[config.mk]
export PLATFORM = sky130hd
export DESIGN_NAME = burst_rr_arbiter
export DESIGN_NICKNAME = d
export VERILOG_FILES = /design/src/rtl/burst_rr_arbiter.sv
export SDC_FILE = /design/constraint.sdc
export NUM_CORES = 1
export LEC_CHECK = 0
export BUFFER_PORTS_ARGS = -buffer_cell sky130_fd_sc_hd__buf_2
export CORE_AREA = 4 4 41 43
export CTS_BUF_LIST = sky130_fd_sc_hd__clkbuf_4
export CTS_CLUSTER_SIZE = 8
export DETAILED_ROUTE_END_ITERATION = 8
export DIE_AREA = 0 0 45 47
export GPL_TIMING_DRIVEN = 0
export PLACE_DENSITY_LB_ADDON = 0.2
export REMOVE_ABC_BUFFERS = 1
export SYNTH_ARGS = -nofsm -noshare
export SYNTH_HDL_FRONTEND = slang
export SYNTH_SLANG_ARGS = --single-unit
[constraint.sdc]
create_clock -name clk -period 1.8 [get_ports clk]
set_input_delay 0.09 -clock clk [delete_from_list [all_inputs] [get_ports clk]]
set_output_delay 0.09 -clock clk [all_outputs]
set_load 0.01 [all_outputs]
[src/rtl/burst_rr_arbiter.sv]
// burst_rr_arbiter: round-robin arbiter that grants one requester a burst of
// LAST_BEAT+1 beats, then rotates priority to the requester after the owner.
// Optional feature macro: ARB_EARLY_RELEASE_EN. When it is defined, an owner
// dropping its request ends the burst early.
module burst_rr_arbiter #(
    parameter int NUM_REQ   = 4,
    parameter int LAST_BEAT = 2,
    localparam int GW = $clog2(NUM_REQ),
    localparam int CW = (LAST_BEAT > 0) ? $clog2(LAST_BEAT + 1) : 1
) (
    input  logic               clk,
    input  logic               reset,
    input  logic [NUM_REQ-1:0] req,
    input  logic               beat_ready,
    output logic [NUM_REQ-1:0] grant,
    output logic [GW-1:0]      grant_id,
    output logic               beat_valid,
    output logic [CW-1:0]      beat_count,
    output logic               last_beat,
    output logic               burst_done
);

    localparam logic [0:0] IDLE  = 1'b0;
    localparam logic [0:0] BURST = 1'b1;

    localparam int unsigned          NR       = NUM_REQ;
    localparam logic [CW-1:0]        LAST_CNT = CW'(LAST_BEAT);
    localparam logic [NUM_REQ-1:0]   ONE      = NUM_REQ'(1);

    logic [0:0]    state;
    logic [GW-1:0] ptr;
    logic [GW-1:0] arb_base;
    logic [GW-1:0] sel_id;
    logic [GW-1:0] hi_id;
    logic [GW-1:0] lo_id;
    logic          hi_found;
    logic          lo_found;
    logic          sel_valid;
    logic          busy;
    logic          fire;
    logic          final_beat;
    logic          burst_end;

    assign busy = (state == BURST);

`ifdef ARB_EARLY_RELEASE_EN
    logic owner_req;
    assign owner_req  = req[grant_id];
    assign beat_valid = busy && owner_req;
    // Owner withdrawing its request closes the burst without counting a beat.
    assign burst_end  = final_beat || (busy && !owner_req);
`else
    assign beat_valid = busy;
    assign burst_end  = final_beat;
`endif

    assign fire       = beat_valid && beat_ready;
    assign final_beat = fire && (beat_count == LAST_CNT);
    assign last_beat  = beat_valid && (beat_count == LAST_CNT);

    // At a burst boundary the pointer is about to become the owner, so
    // arbitrate from grant_id directly to avoid an idle cycle.
    assign arb_base = busy ? grant_id : ptr;

    // Round-robin pick: lowest index above arb_base, else lowest index at or below it.
    always_comb begin
        hi_found = 1'b0;
        lo_found = 1'b0;
        hi_id    = '0;
        lo_id    = '0;
        for (int unsigned j = 0; j < NR; j++) begin
            if (req[j]) begin
                if (GW'(j) > arb_base) begin
                    if (!hi_found) begin
                        hi_found = 1'b1;
                        hi_id    = GW'(j);
                    end
                end else if (!lo_found) begin
                    lo_found = 1'b1;
                    lo_id    = GW'(j);
                end
            end
        end
        sel_valid = hi_found || lo_found;
        sel_id    = hi_found ? hi_id : lo_id;
    end

    // Burst FSM: grant loading, beat counting, pointer rotation and done pulse.
    always_ff @(posedge clk or posedge reset) begin
        if (reset) begin
            state      <= IDLE;
            grant      <= '0;
            grant_id   <= '0;
            beat_count <= '0;
            burst_done <= 1'b0;
            ptr        <= GW'(NUM_REQ - 1);
        end else begin
            burst_done <= 1'b0;
            case (state)
                IDLE: begin
                    if (sel_valid) begin
                        state      <= BURST;
                        grant      <= ONE << sel_id;
                        grant_id   <= sel_id;
                        beat_count <= '0;
                    end
                end
                BURST: begin
                    if (burst_end) begin
                        ptr        <= grant_id;
                        burst_done <= 1'b1;
                        beat_count <= '0;
                        if (sel_valid) begin
                            grant    <= ONE << sel_id;
                            grant_id <= sel_id;
                        end else begin
                            state    <= IDLE;
                            grant    <= '0;
                            grant_id <= '0;
                        end
                    end else if (fire) begin
                        beat_count <= beat_count + CW'(1);
                    end
                end
                default: begin
                    state      <= IDLE;
                    grant      <= '0;
                    grant_id   <= '0;
                    beat_count <= '0;
                end
            endcase
        end
    end

endmodule

# After elaboration in Yosys (flattened, before gate mapping)
# Cells that the tools add are included.
# totals
memories	0
romBits	0
inputBits	7
mem_bits_rw	0
latchBits	0
register_bits	12
wordCells	77
# classes
addsub	1
mul	0
n_div	0
n_eq_ne	4
n_shift	1
muxes	53
bitwise_logic	1
n_reduce_logical	7
n_lt_le_gt_ge	4
# op_table
op	count
2-bit two-way mux	20
1-bit two-way mux	26
4-bit two-way mux	3
2-bit case mux with 2 select lines	2
4-bit case mux with 2 select lines	1
2-bit AND reduction	3
1-bit by 2-bit > comparator with 1-bit output (first input constant)	2
2-bit > comparator (first input constant)	2
1-bit by 2-bit << shifter with 4-bit output (first input constant)	1
1-bit logical AND	3
3-bit by 1-bit != test with 1-bit output (second input constant)	1
2-bit by 1-bit adder with 2-bit output (second input constant)	1
2-bit equality test (second input constant)	1
2-bit by 1-bit != test with 1-bit output (second input constant)	1
2-bit != test (second input constant)	1
1-bit case mux with 2 select lines	1
1-bit logical OR	1
1-bit NOT	1

# Depth between registers and ports, before layout
# logic_depth
depth_word	18
depth_mapped	6
ltp_nobuf	5

# Worst setup path before layout
# Ideal clock, no wire load.
# synth_timing
kind	register -> register
startpoint	register state (netlist: beat_valid)
endpoint	register grant[0]
setup_slack_ns	0.220
synth_period_minus_slack_ns	1.580
path_stages_with_launch	5
arrival_ns	1.459
t_required_ns	1.678
cell_sequence	dfrtp_1 -> nor3b_1 -> or3b_1 -> a22o_1 -> a32o_1
# synth_between
elab_chain_cells	18
elab_cells_between_ends	52
# synth_rtl
element	line	rtl
from (decl)	30	logic [0:0] state;
from (signal assigned)	91	state <= IDLE;
from (signal assigned)	102	state <= BURST;
from (signal assigned)	117	state <= IDLE;
2-bit two-way mux	63	assign arb_base = busy ? grant_id : ptr;
1-bit by 2-bit > comparator with 1-bit output	73	if (GW'(j) > arb_base) begin
1-bit two-way mux	73	
1-bit two-way mux	72	if (req[j]) begin
1-bit two-way mux, on equally long branches	78, 74	
1-bit two-way mux	73	
1-bit two-way mux	72	
2-bit two-way mux, on equally long branches	78, 74	
[... 2 more ...]	--	
2-bit two-way mux, on equally long branches	78, 74	
2-bit two-way mux	73	
2-bit two-way mux	72	
2-bit two-way mux	85	sel_id = hi_found ? hi_id : lo_id;
1-bit by 2-bit << shifter with 4-bit output	103, 114	
4-bit two-way mux	113	if (sel_valid) begin
4-bit two-way mux	109	if (burst_end) begin
4-bit case mux with 2 select lines	99	case (state)
to (signal assigned)	103	grant <= ONE << sel_id;
to (signal assigned)	114	grant <= ONE << sel_id;
to (decl)	15	output logic [NUM_REQ-1:0] grant,
# Parallel ways exist; a longest one is shown, timed or not. The select of a mux whose other input is x is not followed.
# A chain may end at the register's enable or synchronous reset.

# Final worst setup path
# Same ends and word-level chain as after synthesis.

==> reports/results.txt <==
Max-cap violation count: 0
Total negative slack: 0 ns
Global-route wire length before repair: 2.428 mm
ANT nets after route: 0
Crit path cell chain: nor3b_1 > or3b_1 > a22o_1 > a32o_1
FF+latch count, synth: 12
Slew @ Worst Pin: 0.4989 ns
Fin util: 61.25%
Grt ovf: 0
CTS clk-pin slew, worst paths: 0.08 ns
Outcome: completed
Htree depth: 1
Via/cell ratio: 5.745
Vias: 609
Crit path max fanout: 16
PortBufs: 17
Die W: 45 microns
Syn Area/Cell: 9.473 sq um
Leakage: 0.0004005 uW
CP peak stage delay: 0.52 ns
P&R area growth vs syn: 20.19%
Relative slew slack: 66.43%
DR DRC count: 0
Num rows: 13
Top-level I/O count: 18
TritonCTS clock tree: done
Worst-Skew Late Latency: 0.28 ns
R2R cell count: 4
# nets final: 99
VDD IR max: 0.8526 mV
Minimum clock period: 1.717 ns
HP Class: input pin to flop
Post-CTS Repair Setup Buffers: 0
Pre-antenna DRT Iters: 4
Root Driver: clkbuf_4
Initial drt markers: 18
Crit path max-delay family: simple AND/OR/NAND/NOR gates
FFs w/ async S/R, synth: 100.0%
Core footprint: 1301 sq um
Sequential area share after synthesis: 45.66%
Crit path kind: flop to flop
Critical path buffers and inverters: 0
Pwr dens: 1392 nW/um^2
Most used DFF post-synth: dfrtp_1
Final wirelength: 1.470 mm
CTS Sinks: 12
Post-synth EDFFs: 0
Final setup violating endpoints: 0
Pre-CTS WS: 0.006714 ns
CP Data Arrival Time: 1.88 ns
Critical Path Source Type: flop
Cell variety after synth: 26
Wirelength per Cell: 13.87 microns
Crit-path slowest cell: dfrtp_2
Vert. Die Dim: 47 microns
RSZ-0062 raised after global routing: false
Share of cells above drive strength 1: 29.67%
Pin count of the biggest net entering global routing: 17
Max-slew violation count: 0
Clock buffer depth: 2
Cell Area, Synth: 663.1 sq um
Critical Path RT: 1.96 ns
Hold Vio Cnt, Final: 0
DP Wirelength: 1.102 mm
Gr usage total: 16.45%
Vias in the first global route: 542
Initial antenna violation count: 0
Starting Density: 50.96%
Crit. End Element: flop
Hold Path Depth: 3
Fin worst setup slack: 0.08280 ns
Setup Skew: 0.01238 ns
Synth Warn #: 0
Gpl congestion: 0.7795
# diodes: 0
Cts bufs inserted: 3
Synth Instances: 70
Crit path depth: 4
Final worst path period share: 95.40%
Die area: 2115 sq um
Maximum clock frequency: 582.3 MHz
cell type report:
cell class | count | area, sq um
clock buffer | 3 | 22.52
clock inverter | 1 | 3.754
fill | 117 | 504.2
inverter | 4 | 15.01
multi-input combinational | 53 | 337.8
sequential | 12 | 304.0
tap | 15 | 18.77
timing repair buffer | 18 | 95.09
report_power, final:
| group | internal, uW | total, uW | switching, uW |
|---|---|---|---|
| Combinational | 208 | 457 | 249 |
| Clock | 80.3 | 173 | 92.6 |
| Sequential | 384 | 479 | 95.6 |
| Total | 672 | 1110 | 437 |
cells by family after synthesis:
family / share of synthesized area [%]
and+or+nand+nor: 28.68
AOI/OAI and AO/OA: 19.25
DFF: 45.66
buffers and inverters: 3.396
muxes: 3.019
flip-flops by register name, summed over array words and instances, names as in the netlist:
name and flops:
grant 4, beat_count 2, grant_id 2, ptr 2, beat_valid 1, burst_done 1
Yosys cell counts (2+ instances only):
cell	number	area [sq um]
nand2_1	14	52.55
dfrtp_1	10	250.2
nor2b_1	4	25.02
inv_1	4	15.01
a22o_1	2	17.52
a32o_1	3	30.03
o21ai_0	3	15.01
o21ai_2	2	17.52
dfstp_2	2	52.55
nand3_1	2	10.01
a21oi_1	3	15.01
nand4b_1	2	17.52
nor2_1	5	18.77
mux2i_1	2	20.02
path summary, 6_finish.rpt:
path	endpoint	start	slack, ns
setup / recovery	grant[0]$_DFFE_PP0P_	beat_valid$_DFF_PP0_	0.08
hold / removal	beat_valid$_DFF_PP0_	req[2]	0.08
setup reg to reg	grant[0]$_DFFE_PP0P_	beat_valid$_DFF_PP0_	0.08
hold reg to reg	grant[1]$_DFFE_PP0P_	grant[1]$_DFFE_PP0P_	0.48
max in group asynchronous	ptr[1]$_DFFE_PP1P_	reset	1.09
min in group asynchronous	grant[2]$_DFFE_PP0P_	reset	0.35
tightest hold or removal path: stages:
cell     delay (ns)
buf_2          0.11
nor4_1         0.08
nand2_1        0.06
metrics by stage:
step                      cells  area (sq um)  total power, uW  hold WS [ns]
after CTS                   106         797.0             1126       0.07672
final                       106         797.0             1109       0.08402
after floorplan              69         655.6            776.0      -0.04673
after global routing        106         797.0             1202       0.08566
after global placement      101         759.5            930.7        0.1114
after detailed placement    101         759.5            948.3        0.1288
timing repair:
action,4_1_cts,5_1_grt
hold buffers,1,0
endpoints found under the setup margin,2,0
hold endpoints to repair,10,0
resized for setup,1,0
cell usage in the layout, fill, tap and decap left out, types with 2 or more instances in the layout:
| cell | instances |
|---|---|
| o21ai_0 | 3 |
| a32o_1 | 3 |
| mux2i_1 | 2 |
| o21ai_2 | 2 |
| nand2_1 | 14 |
| clkbuf_4 | 3 |
| buf_2 | 17 |
| nand3_1 | 2 |
| a21oi_1 | 3 |
| nor2_1 | 5 |
| dfstp_2 | 2 |
| a22o_1 | 2 |
| inv_1 | 4 |
| nand4b_1 | 2 |
| nor2b_1 | 4 |
| dfrtp_1 | 9 |
metal layers:
layer	routed length (microns)	vias to the layer above	GRT usage (%)
li1	-	294	-
met1	663	290	19.29
met2	693	21	25.99
met3	83	4	5.364
met4	29	0	10.53
met5	0	-	0
Power figures use the tool's default switching activity.
